## config.mk

```make
export PLATFORM = sky130hd
export DESIGN_NAME = reg_sig_arbiter_flat
export DESIGN_NICKNAME = d
export VERILOG_FILES = /design/src/rtl/reg_sig_arbiter_if.sv /design/src/rtl/reg_sig_arbiter.sv /design/src/flat_wrapper.sv
export SDC_FILE = /design/constraint.sdc
export NUM_CORES = 1
export LEC_CHECK = 0
export CAP_MARGIN = 20
export CORE_ASPECT_RATIO = 1.75
export CORE_MARGIN = 1
export CORE_UTILIZATION = 59
export CTS_CLUSTER_SIZE = 20
export DETAILED_ROUTE_END_ITERATION = 10
export GPL_TIMING_DRIVEN = 0
export PLACE_DENSITY = 0.9
export SLEW_MARGIN = 15
export SYNTH_ARGS = -nofsm -noshare
export SYNTH_HDL_FRONTEND = slang
export SYNTH_SLANG_ARGS = --single-unit
```

## constraint.sdc

```tcl
create_clock -name clk -period 6.9 [get_ports clk]
set_input_delay 1.035 -clock clk [delete_from_list [all_inputs] [get_ports clk]]
set_output_delay 1.035 -clock clk [all_outputs]
set_load 0.01 [all_outputs]
```

## src/rtl/reg_sig_arbiter_if.sv

```systemverilog
// Request/grant bundle between the datapath and the register-bus arbiter.
// The datapath side drives requests and transfer completion; the arbiter returns the grant.
interface reg_sig_arbiter_if;
  logic [7:0] r_req;
  logic       done;
  logic [3:0] bin;
  logic       valid;
  logic [7:0] grant;
  logic [2:0] ptr;

  modport master (output r_req, done, input bin, valid, grant, ptr);
  modport slave  (input r_req, done, output bin, valid, grant, ptr);
endinterface

```

## src/rtl/reg_sig_arbiter.sv

```systemverilog
// Round-robin arbiter for register drive requests; encodes the held winner as
// {valid, bin} for the register-select decoder, plus a one-hot grant.
module reg_sig_arbiter #(
  parameter int N_REQ = 8
) (
  input  logic        clk,
  input  logic        reset,
  reg_sig_arbiter_if.slave bus
);

  typedef enum logic {S_IDLE, S_BUSY} state_t;

  state_t     r_state;
  logic [3:0] r_bin;
  logic       r_valid;
  logic [7:0] r_grant;
  logic [2:0] r_ptr;

  logic [7:0] w_cand;
  logic       w_release;
  logic       w_hit;
  logic [2:0] w_win;
  logic       w_load;
  logic       w_clear;

  // Walking the scan backwards lets the lowest offset from p overwrite the result last.
  function automatic logic [3:0] pick(input logic [7:0] req, input logic [2:0] p);
    logic [3:0] res;
    logic [2:0] idx;
    res = 4'b0000;
    for (int k = N_REQ - 1; k >= 0; k--) begin
      idx = p + 3'(k);
      if (req[idx]) res = {1'b1, idx};
    end
    return res;
  endfunction

  always_comb begin
    w_release = bus.done | ~bus.r_req[r_bin[2:0]];
    // The releasing index sits out the re-arbitration in its release cycle.
    w_cand = (r_state == S_BUSY) ? (bus.r_req & ~r_grant) : bus.r_req;
    {w_hit, w_win} = pick(w_cand, r_ptr);
    w_load  = w_hit && ((r_state == S_IDLE) || w_release);
    w_clear = (r_state == S_BUSY) && w_release && !w_hit;
  end

  always_ff @(posedge clk) begin
    if (reset) begin
      r_state <= S_IDLE;
      r_bin   <= 4'b0000;
      r_valid <= 1'b0;
      r_grant <= 8'h00;
      r_ptr   <= 3'd0;
    end else if (w_load) begin
      r_state <= S_BUSY;
      r_bin   <= {1'b0, w_win};
      r_valid <= 1'b1;
      r_grant <= 8'd1 << w_win;
      r_ptr   <= w_win + 3'd1;
    end else if (w_clear) begin
      r_state <= S_IDLE;
      r_bin   <= 4'b0000;
      r_valid <= 1'b0;
      r_grant <= 8'h00;
    end
  end

  assign bus.bin   = r_bin;
  assign bus.valid = r_valid;
  assign bus.grant = r_grant;
  assign bus.ptr   = r_ptr;

endmodule

```

## src/flat_wrapper.sv

```systemverilog
// flat-port wrapper written by rule: the top's interface ports become plain ports
module reg_sig_arbiter_flat 
#(
  parameter int N_REQ = 8
)
  (clk, reset, bus_r_req, bus_done, bus_bin, bus_valid, bus_grant, bus_ptr);
  reg_sig_arbiter_if bus_i ();
  input  logic clk;
  input  logic reset;
  input wire logic [$bits(bus_i.r_req)-1:0] bus_r_req;
  input wire logic [$bits(bus_i.done)-1:0] bus_done;
  output wire logic [$bits(bus_i.bin)-1:0] bus_bin;
  output wire logic [$bits(bus_i.valid)-1:0] bus_valid;
  output wire logic [$bits(bus_i.grant)-1:0] bus_grant;
  output wire logic [$bits(bus_i.ptr)-1:0] bus_ptr;
  assign bus_i.r_req = bus_r_req;
  assign bus_i.done = bus_done;
  assign bus_bin = bus_i.bin;
  assign bus_valid = bus_i.valid;
  assign bus_grant = bus_i.grant;
  assign bus_ptr = bus_i.ptr;
  reg_sig_arbiter #(.N_REQ(N_REQ)) u_core (.clk(clk), .reset(reset), .bus(bus_i));
endmodule
```

Word level (Yosys, flattened, before mapping)
Cells that the tools add are included.
Word-level totals
  register bits after elaboration: 15
  RAM bits: 0
  memory bits (read-only): 0
  memories kept: 0
  output and inout bits: 16
  input port bits: 11
  latch bits: 0
Operators by class
  $add $sub $neg: 8
  shift operators: 1
  reduce and logical (&&, ||, !) cells: 6
  eq/ne operators: 0
  bitwise gates (word level): 5
  divide/modulo/power cells: 0
  $mul: 0
  $lt $le $gt $ge: 9
  mux-type cells: 33
Operators by type and width (number)
  < comparator 3 x 4 -> 1 bit, second input constant: 9
  2-to-1 mux 4 bit: 8
  binary-select mux 1 bit (select 3 bit): 9
  2-to-1 mux 8 bit: 3
  adder 3 bit, second input constant: 4
  2-to-1 mux 1 bit: 11
  bitwise AND 8 bit: 1
  inverter 8 bit: 1
  << shifter 1 x 3 -> 8 bit, first input constant: 1
  adder 3 x 1 -> 3 bit, second input constant: 2
  adder 3 x 2 -> 3 bit, second input constant: 2
  2-to-1 mux 3 bit: 2
  logical AND 1 bit: 3
  inverter 1 bit: 2
  nonzero test 2 bit: 1
  logical NOT 1 bit: 1
  logical OR 1 bit: 1
  OR 1 bit: 1

Depth between registers and ports, before layout
  depth in word-level cells: 17
  gate-level depth with buffers: 15
  gate-level depth less buffers: 13

Least setup slack after synthesis
No wires, ideal clock.
  path kind: input port to flip-flop
  start point: in bus_r_req[7]
  end point: reg u_core.r_ptr[2], in the netlist u_core.bus.ptr[2]
  setup slack: 3.569 ns
  library setup time: 0.130 ns
  stages on the path: 11
  arrival: 3.201 ns
  required time: 6.770 ns
  buffers on the path: 0
  cells stage by stage: a21boi_1 mux2i_1 mux4_2 a211o_1 o2111ai_1 o2111ai_1 nor2_1 nor2_1 ha_1 nand2_1 a21oi_1
Between the ends
  cells in the longest elaborated chain, start to end: 13
  elaborated cells on any way between the ends: 33
  classes of those cells: add/sub: 1; mux: 27; bitwise: 3; reduce/logical: 2
RTL lines
  start: declaration: line flat_wrapper.sv:10  | input wire logic [$bits(bus_i.r_req)-1:0] bus_r_req;
  bitwise AND 8 bit: line reg_sig_arbiter.sv:41  | w_cand = (r_state == S_BUSY) ? (bus.r_req & ~r_grant) : bus.r_req;
  2-to-1 mux 8 bit: line reg_sig_arbiter.sv:41
  binary-select mux 1 bit (select 3 bit): line reg_sig_arbiter.sv:33  | if (req[idx]) res = {1'b1, idx};
  2-to-1 mux 1 bit (implied by the code): line reg_sig_arbiter.sv:33
  2-to-1 mux 4 bit (8 in a row): line reg_sig_arbiter.sv:33
  adder 3 x 1 -> 3 bit / logical AND 1 bit (equally long branches): line reg_sig_arbiter.sv:59, reg_sig_arbiter.sv:43
  end signal: assignment: line reg_sig_arbiter.sv:59  | r_ptr <= w_win + 3'd1;
  end: declaration: line reg_sig_arbiter.sv:17  | logic [2:0] r_ptr;
Several ways; a longest one is shown, not always the timed one. The select of a mux whose other input is x is not followed.
A chain may end at the register's enable or synchronous reset.

Final worst setup path
  start point: in bus_r_req[3]
  end point: reg u_core.r_ptr[2], in the netlist u_core.bus.ptr[2]
Same word-level chain as after synthesis.

==> impl_metrics.yaml <==
logic_synthesis:
  syn-num-nets: 226
  synth_edf_count: 0
  ys_types: 62
  ys_seq_elements: 15
  ys.flop_type: "dfxtp_1"
  syn_inst: 212
  syn_area_mm2: 0.00179
  syn_avg_cell_area_um2: 8.46
  synth_seq_area_share_pct: 16.7
  yosysWarnings: 0
  synthArstFlopShare_pct: 0
drt:
  vias: 1999
  drt-initial-drc-count: 167
  finalWirelength_mm: 5.81
  drc: 0
  detail-route-antenna-nets: 0
  wl_per_cell_um: 21.7
  vias_per_cell: 7.46
  firstDrtPassIters: 5
clocking:
  cts_setup_buffers: 0
  cts_sinks: 15
  cts.htree.levels: 1
  insertion_delay_ns: 0.26
  numCtsBuffers: 3
  postCtsHoldBufs: 0
  cts_tree: "done"
  cts.path.max_buffers: 2
  cts_root_buffer: "clkbuf_8"
  cts_resized: 0
  clkTransAtPathRegs_ns: 0.06
floorplan:
  fp.dieW_um: 43.7
  num_rows: 26
  start_util_pct: 61.9
  core_area_mm2: 0.00290
  die_y_um: 74.9
  ioPinCount: 27
  dieArea_mm2: 0.00327
worst_setup_path:
  critPathMaxFanout: 8
  cp.required_ns: 7.06
  cp_data_arrival_time_ns: 4.55
  start_kind: "input port"
  crit_path_end_kind: "register"
  slowest_delay_ns: 0.58
  path_class: "in2reg"
  reg2reg_slack_ns: 2.78
  path_cells: "clkdlybuf4s50_1 -> a21boi_1 -> mux2i_1 -> mux4_2 -> a211o_1 -> o2111ai_1 -> o2111ai_1 -> nor2_1 -> nor2_1 -> ha_1 -> nand2_1 -> a21oi_1"
  crit_path_top_delay_cell: "mux4_2"
global_routing:
  grt_max_degree: 11
  grt_pass1_wl_mm: 9.34
  antenna_found_initial: 0
  grt_overflow_total: 0
  grt_pass1_vias: 1874
  track_usage_pct: 38.2
cells_and_area:
  design_area_mm2: 0.00212
  final_core_util_pct: 73.1
  num_antenna_cells: 0
  final_layout_size_suffix_gt1_share_pct: 14.6
  final_cell_mix: "nand2_1 (30), clkdlybuf4s50_1 (24), dfxtp_1 (15), mux2i_1 (10)"
  area_growth_pct: 18.1
  nets: 255
  final_common_cell: "nand2_1"
timing:
  final_hold_viol_count: 0
  rsz0062_at_grt: "no"
  finalCriticalPeriod_ns: 4.39
  maxSlewHeadroom_pct: 50.2
  tns_ns: 0
  fmax_mhz: 228
  fin_skew_ns: 0.000703
  finalMaxSlewViolations: 0
  worst_pin_slew_ns: 0.747
  final.period_utilization_pct: 63.7
  hold_ws_ns: 0.500
  setup_viol_count_final: 0
placed_design:
  place_area_mm2: 0.00207
  hpwlAfterDp_mm: 4.47
  port_buffers: 24
  gp_congestion: 0.986
power:
  power_density_mw_per_mm2: 497
  power.total_mw: 1.05
  ir_drop_mv: 0.449
  p_leak_nw: 0.768
min_path:
  hold_class: "reg2reg"
outcome:
  status: "completed"
flow_run:
  drv_cap: 0
-- routing by layer --
metal,wire length [um],GRT usage (%),vias up
met2,3150,71.3,149
met5,0,0,-
met4,314,21.5,0
met3,370,3.36,38
met1,1970,40.7,921
li1,-,-,891
-- cells in the mapped netlist (4+ instances only) --
cell type  instances  area (um2)
a211oi_1           4        30.0
a21boi_1           5        37.5
a21oi_1            9        45.0
a221oi_1           4        35.0
a22o_1             4        35.0
a22oi_1            6        45.0
clkbuf_1           6        22.5
dfxtp_1           15         300
inv_1              6        22.5
mux2i_1           10         100
mux4_2             8         180
nand2_1           30         113
nand3_1            9        45.0
nor2_1             8        30.0
nor3_1             4        20.0
o211ai_1           5        37.5
o21ai_0            7        35.0
-- final timing paths --
path | start | endpoint | cells after the start
worst max-delay path | bus_r_req[3] | u_core.bus.ptr[2]$_SDFFE_PP0P_ | 12
worst min-delay path | u_core.bus.grant[0]$_SDFFE_PP0P_ | u_core.bus.grant[0]$_SDFFE_PP0P_ | 2
worst max register to register | u_core.bus.ptr[1]$_SDFFE_PP0P_ | u_core.bus.ptr[2]$_SDFFE_PP0P_ | 13
worst min register to register | u_core.bus.grant[0]$_SDFFE_PP0P_ | u_core.bus.grant[0]$_SDFFE_PP0P_ | 2
-- cell families after synthesis --
| family | Yosys count | synth area share [%] |
|---|---|---|
| compound gates | 75 | 33.2 |
| xor+xnor | 4 | 2.37 |
| fa+ha+maj | 3 | 2.09 |
| buf+inv | 22 | 6.00 |
| flops | 15 | 16.7 |
| mux | 23 | 20.4 |
| other cells | 1 | 0.209 |
| simple gates | 69 | 18.9 |
-- registers in the layout, summed over array words and instances (netlist names) --
| name | count |
|---|---|
| u_core.bus.bin | 3 |
| u_core.r_state | 1 |
| u_core.bus.ptr | 3 |
| u_core.bus.grant | 8 |
-- power by group --
part	switching [mW]	internal [mW]
combinational	0.484	0.349
clock	0.0341	0.0407
sequential	0.0301	0.113
total	0.548	0.503
-- cell type report --
cell class | instances | area (um2)
Timing Repair Buffer | 24 | 240
Clock inverter | 1 | 7.51
Buffer | 13 | 73.8
Inverter | 9 | 33.8
Tap cell | 28 | 35.0
Sequential cell | 15 | 300
Multi-Input combinational cell | 175 | 1390
Fill cell | 210 | 778
Clock buffer | 3 | 41.3
-- worst max-delay path: cells and delay by family --
family / cells / cell delay (ns)
simple gates: 3 / 0.54
mux: 2 / 0.90
compound gates: 5 / 1.29
buf+inv: 1 / 0.49
fa+ha+maj: 1 / 0.29
-- stage by stage --
| step | std cells | setup WS [ns] |
|---|---|---|
| CTS | 268 | 2.58 |
| global route | 268 | 2.22 |
| finish | 268 | 2.51 |
| detailed placement | 264 | 2.36 |
| floorplan | 212 | 3.57 |
| global placement | 264 | 2.41 |
(Power assumes the default switching activity.)
